===== src/rtl/clock_pkg.sv =====
// Shared types for the four-phase clock source: phase and state enums plus
// the P/Q/R line encoding of each phase.
package clock_pkg;

    typedef enum logic [1:0] {
        PH_W = 2'd0,
        PH_X = 2'd1,
        PH_Y = 2'd2,
        PH_Z = 2'd3
    } phase_t;

    typedef enum logic [2:0] {
        ST_STOP  = 3'd0,
        ST_RUN_W = 3'd1,
        ST_RUN_X = 3'd2,
        ST_RUN_Y = 3'd3,
        ST_RUN_Z = 3'd4
    } state_t;

    // {P,Q,R}; adjacent phases differ in P plus exactly one of Q or R.
    localparam logic [2:0] PQR_W = 3'b101;
    localparam logic [2:0] PQR_X = 3'b011;
    localparam logic [2:0] PQR_Y = 3'b110;
    localparam logic [2:0] PQR_Z = 3'b000;

    function automatic phase_t phase_of(input state_t s);
        case (s)
            ST_RUN_W: return PH_W;
            ST_RUN_X: return PH_X;
            ST_RUN_Y: return PH_Y;
            default:  return PH_Z;
        endcase
    endfunction

    function automatic logic [2:0] pqr_of(input phase_t p);
        case (p)
            PH_W:    return PQR_W;
            PH_X:    return PQR_X;
            PH_Y:    return PQR_Y;
            default: return PQR_Z;
        endcase
    endfunction

endpackage


===== src/rtl/phase_tick_counter.sv =====
// Modulo-PHASE_TICKS up-counter with enable and clear; tc flags the last
// tick of a phase while enabled.
module phase_tick_counter #(
    parameter int PHASE_TICKS = 4,
    parameter int CNT_W       = 8
) (
    input  logic             clk,
    input  logic             rst_n,
    input  logic             en,
    input  logic             clr,
    output logic [CNT_W-1:0] cnt,
    output logic             tc
);

    localparam logic [CNT_W-1:0] LAST = CNT_W'(PHASE_TICKS - 1);

    assign tc = en && (cnt == LAST);

    always_ff @(posedge clk or negedge rst_n) begin
        if (!rst_n) begin
            cnt <= '0;
        end else if (clr) begin
            cnt <= '0;
        end else if (en) begin
            cnt <= (cnt == LAST) ? '0 : cnt + CNT_W'(1);
        end
    end

endmodule


===== src/rtl/clock_phase_generator.sv =====
// Four-phase (W/X/Y/Z) clock source: sequences registered P/Q/R phase-select
// lines and the BOP run gate. Define CLOCK_PHASE_MONITOR_EN for feedback checks.
//
// state    | meaning
// ST_STOP  | idle, BOP low, lines parked at Z encoding, RUN sampled every CLK
// ST_RUN_W | W phase, PHASE_TICKS CLKs
// ST_RUN_X | X phase
// ST_RUN_Y | Y phase
// ST_RUN_Z | Z phase; RUN sampled on the last tick to continue or stop
module clock_phase_generator
    import clock_pkg::*;
#(
    parameter int PHASE_TICKS = 4,
    parameter int CNT_W       = 8
) (
    input  logic       CLK,
    input  logic       RSTN,
    input  logic       RUN,
`ifdef CLOCK_PHASE_MONITOR_EN
    input  logic       WDA,
    input  logic       XDA,
    input  logic       YDA,
    input  logic       ZDA,
    output logic       PHASE_ERR,
`endif
    output logic       BOP,
    output logic       CGPP,
    output logic       CGPPN,
    output logic       CGQP,
    output logic       CGQPN,
    output logic       CGRP,
    output logic       CGRPN,
    output logic [1:0] PHASE,
    output logic       CYCLE_STB,
    output logic       RUNNING
);

    // Strobe is registered, so it is armed one tick before Z's last tick.
    localparam logic [CNT_W-1:0] STB_ARM = CNT_W'(PHASE_TICKS - 2);

    state_t           state;
    state_t           state_nxt;
    logic [CNT_W-1:0] tick_cnt;
    logic             tick_tc;
    logic [2:0]       pqr_nxt;

    phase_tick_counter #(
        .PHASE_TICKS(PHASE_TICKS),
        .CNT_W      (CNT_W)
    ) u_tick (
        .clk  (CLK),
        .rst_n(RSTN),
        .en   (state != ST_STOP),
        .clr  (state == ST_STOP),
        .cnt  (tick_cnt),
        .tc   (tick_tc)
    );

    always_comb begin
        state_nxt = state;
        case (state)
            ST_STOP:  if (RUN)     state_nxt = ST_RUN_W;
            ST_RUN_W: if (tick_tc) state_nxt = ST_RUN_X;
            ST_RUN_X: if (tick_tc) state_nxt = ST_RUN_Y;
            ST_RUN_Y: if (tick_tc) state_nxt = ST_RUN_Z;
            ST_RUN_Z: if (tick_tc) state_nxt = RUN ? ST_RUN_W : ST_STOP;
            default:               state_nxt = ST_STOP;
        endcase
    end

    assign pqr_nxt = pqr_of(phase_of(state_nxt));

    always_ff @(posedge CLK or negedge RSTN) begin
        if (!RSTN) begin
            state                  <= ST_STOP;
            PHASE                  <= PH_Z;
            {CGPP, CGQP, CGRP}     <= PQR_Z;
            {CGPPN, CGQPN, CGRPN}  <= ~PQR_Z;
            BOP                    <= 1'b0;
            RUNNING                <= 1'b0;
            CYCLE_STB              <= 1'b0;
        end else begin
            state                  <= state_nxt;
            PHASE                  <= phase_of(state_nxt);
            {CGPP, CGQP, CGRP}     <= pqr_nxt;
            {CGPPN, CGQPN, CGRPN}  <= ~pqr_nxt;
            BOP                    <= (state_nxt != ST_STOP);
            RUNNING                <= (state_nxt != ST_STOP);
            CYCLE_STB              <= (state == ST_RUN_Z) && (tick_cnt == STB_ARM);
        end
    end

`ifdef CLOCK_PHASE_MONITOR_EN
    logic [3:0] fb;
    logic       fb_bad;

    assign fb = {ZDA, YDA, XDA, WDA};

    // Tick 0 of each phase is skipped to tolerate driver delay.
    always_comb begin
        fb_bad = 1'b0;
        if (state == ST_STOP)
            fb_bad = |fb;
        else if (tick_cnt != '0)
            fb_bad = (fb != (4'b0001 << PHASE));
    end

    always_ff @(posedge CLK or negedge RSTN) begin
        if (!RSTN)
            PHASE_ERR <= 1'b0;
        else if (fb_bad)
            PHASE_ERR <= 1'b1;
    end
`endif

endmodule

===== config.mk =====
export PLATFORM = sky130hd
export DESIGN_NAME = clock_phase_generator
export DESIGN_NICKNAME = d
export VERILOG_FILES = /design/src/rtl/clock_pkg.sv /design/src/rtl/phase_tick_counter.sv /design/src/rtl/clock_phase_generator.sv
export SDC_FILE = /design/constraint.sdc
export NUM_CORES = 1
export LEC_CHECK = 0
export BUFFER_PORTS_ARGS = -buffer_cell sky130_fd_sc_hd__buf_2
export CORE_MARGIN = 1
export CORE_UTILIZATION = 50
export DETAILED_ROUTE_END_ITERATION = 10
export PLACE_DENSITY_LB_ADDON = 0.1
export RECOVER_POWER = 25
export SLEW_MARGIN = 20
export SYNTH_ARGS = -nofsm -noshare
export SYNTH_HDL_FRONTEND = slang
export SYNTH_HIERARCHICAL = 1
export SYNTH_SLANG_ARGS = --single-unit

===== constraint.sdc =====
create_clock -name CLK -period 2.9 [get_ports CLK]
set_input_delay 0 -clock CLK [delete_from_list [all_inputs] [get_ports CLK]]
set_output_delay 0 -clock CLK [all_outputs]
set_load 0.005 [all_outputs]

Yosys cells after proc, flatten, opt, wreduce, memory -nomap -nowiden
Index checks and enable logic that the tools add are counted.

Word-level logic and storage cells: 43. Input port bits: 3. Register bits after elaboration: 21.

Bitwise logic cells: 1. $add $sub $neg: 1. Muxes and demuxes: 12. Equality and inequality tests: 11. Reduce and logical (&&, ||, !) cells: 7.

Operators with widths (number): $mux W8 (3); $eq A8 B2 Y1 const B (2); $mux W3 (5); $pmux W3 S5 (1); $eq A3 B2 Y1 const B (4); $pmux W3 S3 (1); $add A8 B1 Y8 const B (1); $eq A3 B1 Y1 const B (2); $pmux W2 S3 (1); $reduce_bool A3 Y1 (2); $eq A3 B3 Y1 const B (1); $logic_not A3 Y1 (1); $not A3 Y3 (1); $eq A2 B1 Y1 const B (1); $eq A2 B2 Y1 const B (1); $logic_and A1 B1 Y1 (2); $logic_not A2 Y1 (1); $reduce_bool A2 Y1 (1); $mux W1 (1).

Depth between registers and ports, before layout
Depth after elaboration: 9. Depth in mapped cells: 9.

Cells and area by module
Netlist, hierarchy kept.

By module, submodules not included: clock_phase_generator (cells each 42, area each 531.8 um^2, instances 1); phase_tick_counter (cells each 48, area each 439.2 um^2, instances 1).

Least setup slack after synthesis
No wires, ideal clock.

Path type: reg2reg. Start: register state[1]. End: register CGRPN. Cell stages (with the launch flop): 8. Setup slack: 612 ps. Data required time: 2818 ps. Buffers on the path: 0. Period minus slack after synthesis: 2288 ps. Data arrival time: 2205 ps. Library setup time: 82 ps. Path through: dfrtp_1 or3_2 and3_1 a21bo_2 a21oi_4 o221ai_2 ha_1 mux2_4.

Word-level cells in the longest chain between the ends: 9. Elaborated cells between the ends (all ways): 22. Classes of those cells: eq/ne (9); mux (8); bitwise (1); reduce/logical (4).

Ends and longest elaborated chain: start, declared (RTL line clock_phase_generator.sv:41) `state_t state;`; start signal, assigned (RTL line clock_phase_generator.sv:83) `state <= state_nxt;`; $reduce_bool A3 Y1 (*) (RTL line clock_phase_generator.sv:53) `.en (state != ST_STOP),`; $logic_and A1 B1 Y1 (*) (RTL line phase_tick_counter.sv:17) `assign tc = en && (cnt == LAST);`; net tick_tc (RTL line clock_phase_generator.sv:44) `logic tick_tc;`; $mux W3, on equally long branches; $pmux W3 S5 (*) (RTL line clock_phase_generator.sv:61) `case (state)`; net state_nxt[1] (RTL line clock_phase_generator.sv:42) `state_t state_nxt;`; $eq A3 B2 Y1 or $eq A3 B1 Y1 (tied branches) (RTL line clock_pkg.sv:27) `case (s)`; $pmux W2 S3 (*) (RTL line clock_pkg.sv:27); $eq A2 B2 Y1, or another cell as far along (RTL line clock_pkg.sv:36) `case (p)`; $pmux W3 S3 (*) (RTL line clock_pkg.sv:36); $not A3 Y3 (*) (RTL line clock_phase_generator.sv:86) `{CGPPN, CGQPN, CGRPN} <= ~pqr_nxt;`; end signal, assigned (RTL line clock_phase_generator.sv:78) `{CGPPN, CGQPN, CGRPN} <= ~PQR_Z;`; end signal, assigned (RTL line clock_phase_generator.sv:86); end, declared (RTL line clock_phase_generator.sv:32) `output logic CGRPN,`.

The timed path passes the listed nets; every way through them passes the cells marked *. A chain may end at the register's enable or synchronous reset.

Worst setup path in the final report
Start: register u_tick.cnt[0]. End: register CGRPN.

Word-level cells in the longest chain between the ends: 9. Elaborated cells between the ends (all ways): 16. Classes of those cells: eq/ne (6); mux (7); bitwise (1); reduce/logical (2).

Ends and longest elaborated chain: start, declared (RTL line phase_tick_counter.sv:11) `output logic [CNT_W-1:0] cnt,`; start signal, assigned (RTL line phase_tick_counter.sv:25) `cnt <= (cnt == LAST) ? '0 : cnt + CNT_W'(1);`; $eq A8 B2 Y1 (*) (RTL line phase_tick_counter.sv:17); $logic_and A1 B1 Y1 (*) (RTL line phase_tick_counter.sv:17); net tick_tc (RTL line clock_phase_generator.sv:44); $mux W3, on equally long branches; $pmux W3 S5 (*) (RTL line clock_phase_generator.sv:61); net state_nxt[0] (RTL line clock_phase_generator.sv:42); $eq A3 B2 Y1 or $eq A3 B1 Y1 (tied branches) (RTL line clock_pkg.sv:27); $pmux W2 S3 (*) (RTL line clock_pkg.sv:27); $eq A2 B2 Y1, or another cell as far along (RTL line clock_pkg.sv:36); $pmux W3 S3 (*) (RTL line clock_pkg.sv:36); $not A3 Y3 (*) (RTL line clock_phase_generator.sv:86).

Marks and branches as above.

==> results.yml <==
pwr:
  switching_share_pct: 39.9
  clock_power_share_pct: 12.2
  power_leakage_uw: 0.000493
  internal-power_uw: 656
  p_seq_share_pct: 41.2
  power_uw: 1090
  p_sw_uw: 435
  combPwrFrac_pct: 46.6
  worst_ir_drop_vdd_mv: 0.475
  pwr_density_cell_mw_per_mm2: 1010
placed_design:
  gp_congestion: 0.801
  place_hpwl_um: 1240
  port-buffer-count: 13
  place_inst: 125
critical_path:
  cp_cell_sequence: "ha_1 -> nor4b_1 -> and3_1 -> nand2b_1 -> o22ai_2 -> nand2_1 -> ha_1 -> mux2_4"
  crit_arrival_ps: 2840
  crit_path_end_kind: "flip-flop"
  critPathTopFamily: "simple AND/OR/NAND/NOR gates"
  slowest_delay_ps: 470
  cp_slowest_cell: "dfrtp_1"
  path_class: "flip-flop to flip-flop"
  crit_buf_inv: 0
  cp_max_fo: 10
  cp.depth: 8
  crit_top_cell: "ha_1"
  required_ps: 3130
  reg2reg_depth: 8
  start_kind: "flip-flop"
route:
  remaining_drc_errors: 0
  antenna_left: 0
  first_pass_iters: 4
  wl_um: 1750
  wire_per_inst_um: 13.4
  drt_iter0_drc: 25
  num_vias: 689
  via_per_inst: 5.30
cts:
  cts_setup_buffers: 0
  clock_sinks: 19
  worstSkewPairLatency_ps: 300
  cts_max_level: 1
  ctsRootBufferMaster: "clkbuf_4"
  cts_buffer_depth: 2
  path_clk_slew_ps: 110
  cts-resized-gates: 0
  numCtsBuffers: 3
  hold_buffers: 1
  cts_tree: "yes"
synthesis:
  ys_ff_latch: 19
  ys.flop_type: "dfrtp_1"
  yosys_warnings: 6
  async_flop_share_pct: 100
  syn_area_um2: 971
  ys_seq_area_share_pct: 49.4
  synth_edf_count: 0
  ys_types: 36
  synth_cells: 90
  syn-num-nets: 96
  avgSynthCellArea_um2: 10.8
timing:
  setup_viol: 0
  rsz0062_at_grt: "no"
  drv_slew: 0
  max-slew-margin-rel_pct: 33.1
  fin_skew_ps: 3.18
  setup_tns_ps: 0
  fin_crit_ps: 2610
  fmax_ghz: 0.383
  tightest_slew_ps: 1000
  fin_crit_sh_pct: 90.0
  final_hold_viol_count: 0
die:
  die_x_um: 46.1
  die-area_mm2: 0.00212
  start_util_pct: 55.0
  row_count: 15
  dieHeight_um: 46.1
  coreArea_mm2: 0.00176
  design.portCount: 14
global_route:
  grt_pass1_vias: 638
  grtUsageTotal_pct: 19.3
  grt_max_degree: 20
  grt-ovfl-total: 0
  grt_first_pass_wirelength_um: 2880
  antenna_found_initial: 0
job:
  cap_violations: 0
cells_and_area:
  n_antenna_cell: 0
  syn2layout_area_growth_pct: 11.3
  most-common-layout-cells: "dfrtp_1, buf_2, nand2_1"
  drive_gt1_share_pct: 28.6
  final_cells: 130
  fin_nets: 112
  final_common_cell: "dfrtp_1"
min_path:
  holdPathStages: 5
  hold_class: "input port to flip-flop"
run_status:
  outcome: "finished, final reports clean"
==> cells in the mapped netlist, types with 2 or more instances <==
library cell,instances,area [um^2]
nand2_1,8,30.0
nand2b_1,2,12.5
ha_1,3,37.5
buf_4,3,22.5
or3_1,2,12.5
dfstp_2,3,78.8
nor2b_1,2,12.5
dfrtp_1,16,400
nor3_1,5,25.0
nor2_1,5,18.8
and3_1,2,12.5
xor2_1,2,17.5
xnor2_1,3,26.3
o21ai_1,5,25.0
nand3_1,4,20.0
inv_1,5,18.8
==> worst min-delay path, cell delays in order <==
cell,delay [ps]
buf_2,70
nor2b_1,190
a21oi_2,80
o221ai_2,210
a22oi_1,100
==> power groups by stage <==
stage | Clock (uW) | Combinational (uW) | Sequential, uW
2_1_floorplan | 0 | 382 | 445
3_3_place_gp | 0 | 493 | 452
3_5_place_dp | 0 | 508 | 454
4_1_cts | 140 | 512 | 449
5_1_grt | 147 | 564 | 466
6_report | 133 | 509 | 450
==> per-stage QoR <==
stage / area (um^2) / setup slack, ps / hold WS, ps / util, %
finish: 1080 / 289 / 361 / 61.3
global placement: 1040 / 437 / -45.3 / 59.2
detailed placement: 1040 / 349 / -42.6 / 59.2
CTS: 1080 / 330 / 157 / 61.3
floorplan: 971 / 612 / -296 / -
global route: 1080 / 30.1 / 381 / 61.3
==> per-layer routing <==
layer  global-route usage, %  share of wire (%)  wire length (um)  up-vias
met5                       0                  0                 0        -
met4                    8.82                1.2                21        0
met3                    2.75                3.2                56        4
met2                    27.3                 45               785       14
met1                    28.7                 51               884      325
li1                        -                  -                 -      346
==> final timing paths <==
| kind | startpoint | endpoint | slack [ps] |
|---|---|---|---|
| max | u_tick/cnt[0] | CGRPN | 290 |
| min | RUN | PHASE[0] | 360 |
| max reg2reg | u_tick/cnt[0] | CGRPN | 290 |
| min reg2reg | state[2] | state[1] | 560 |
| max in group asynchronous | RSTN | state[1] | 1920 |
| min in group asynchronous | RSTN | u_tick/cnt[6] | 380 |
==> final cells by class <==
cell class              count  area (um^2)
multi-input cells          63          450
fillers                   148          683
well taps                  25         31.3
clock inverters             1         5.00
clock buffers               3         22.5
repair buffers             14         73.8
inverters                   5         18.8
flip-flops and latches     19          479
==> kinds of logic (layout without fill, tap and decap cells) <==
| kind of cell | Yosys count | in the layout | synth area share (%) |
|---|---|---|---|
| multiplexers | 2 | 2 | 2.58 |
| buffers and inverters | 8 | 23 | 4.25 |
| adder cells (fa/ha/maj) | 3 | 3 | 3.87 |
| XOR/XNOR | 5 | 5 | 4.51 |
| AND/OR/NAND/NOR | 38 | 38 | 22.3 |
| AO/OA/AOI/OAI | 15 | 15 | 13.1 |
| flip-flops | 19 | 19 | 49.4 |
==> registers in the layout, indices dropped and copies added (netlist names) <==
| register | cells |
|---|---|
| CGPP | 1 |
| CGQP | 1 |
| CGQPN | 1 |
| CGRP | 1 |
| CGRPN | 1 |
| CYCLE_STB | 1 |
| PHASE | 1 |
| RUNNING | 1 |
| state | 3 |
| u_tick/cnt | 8 |
Power figures use the tool's default switching activity.
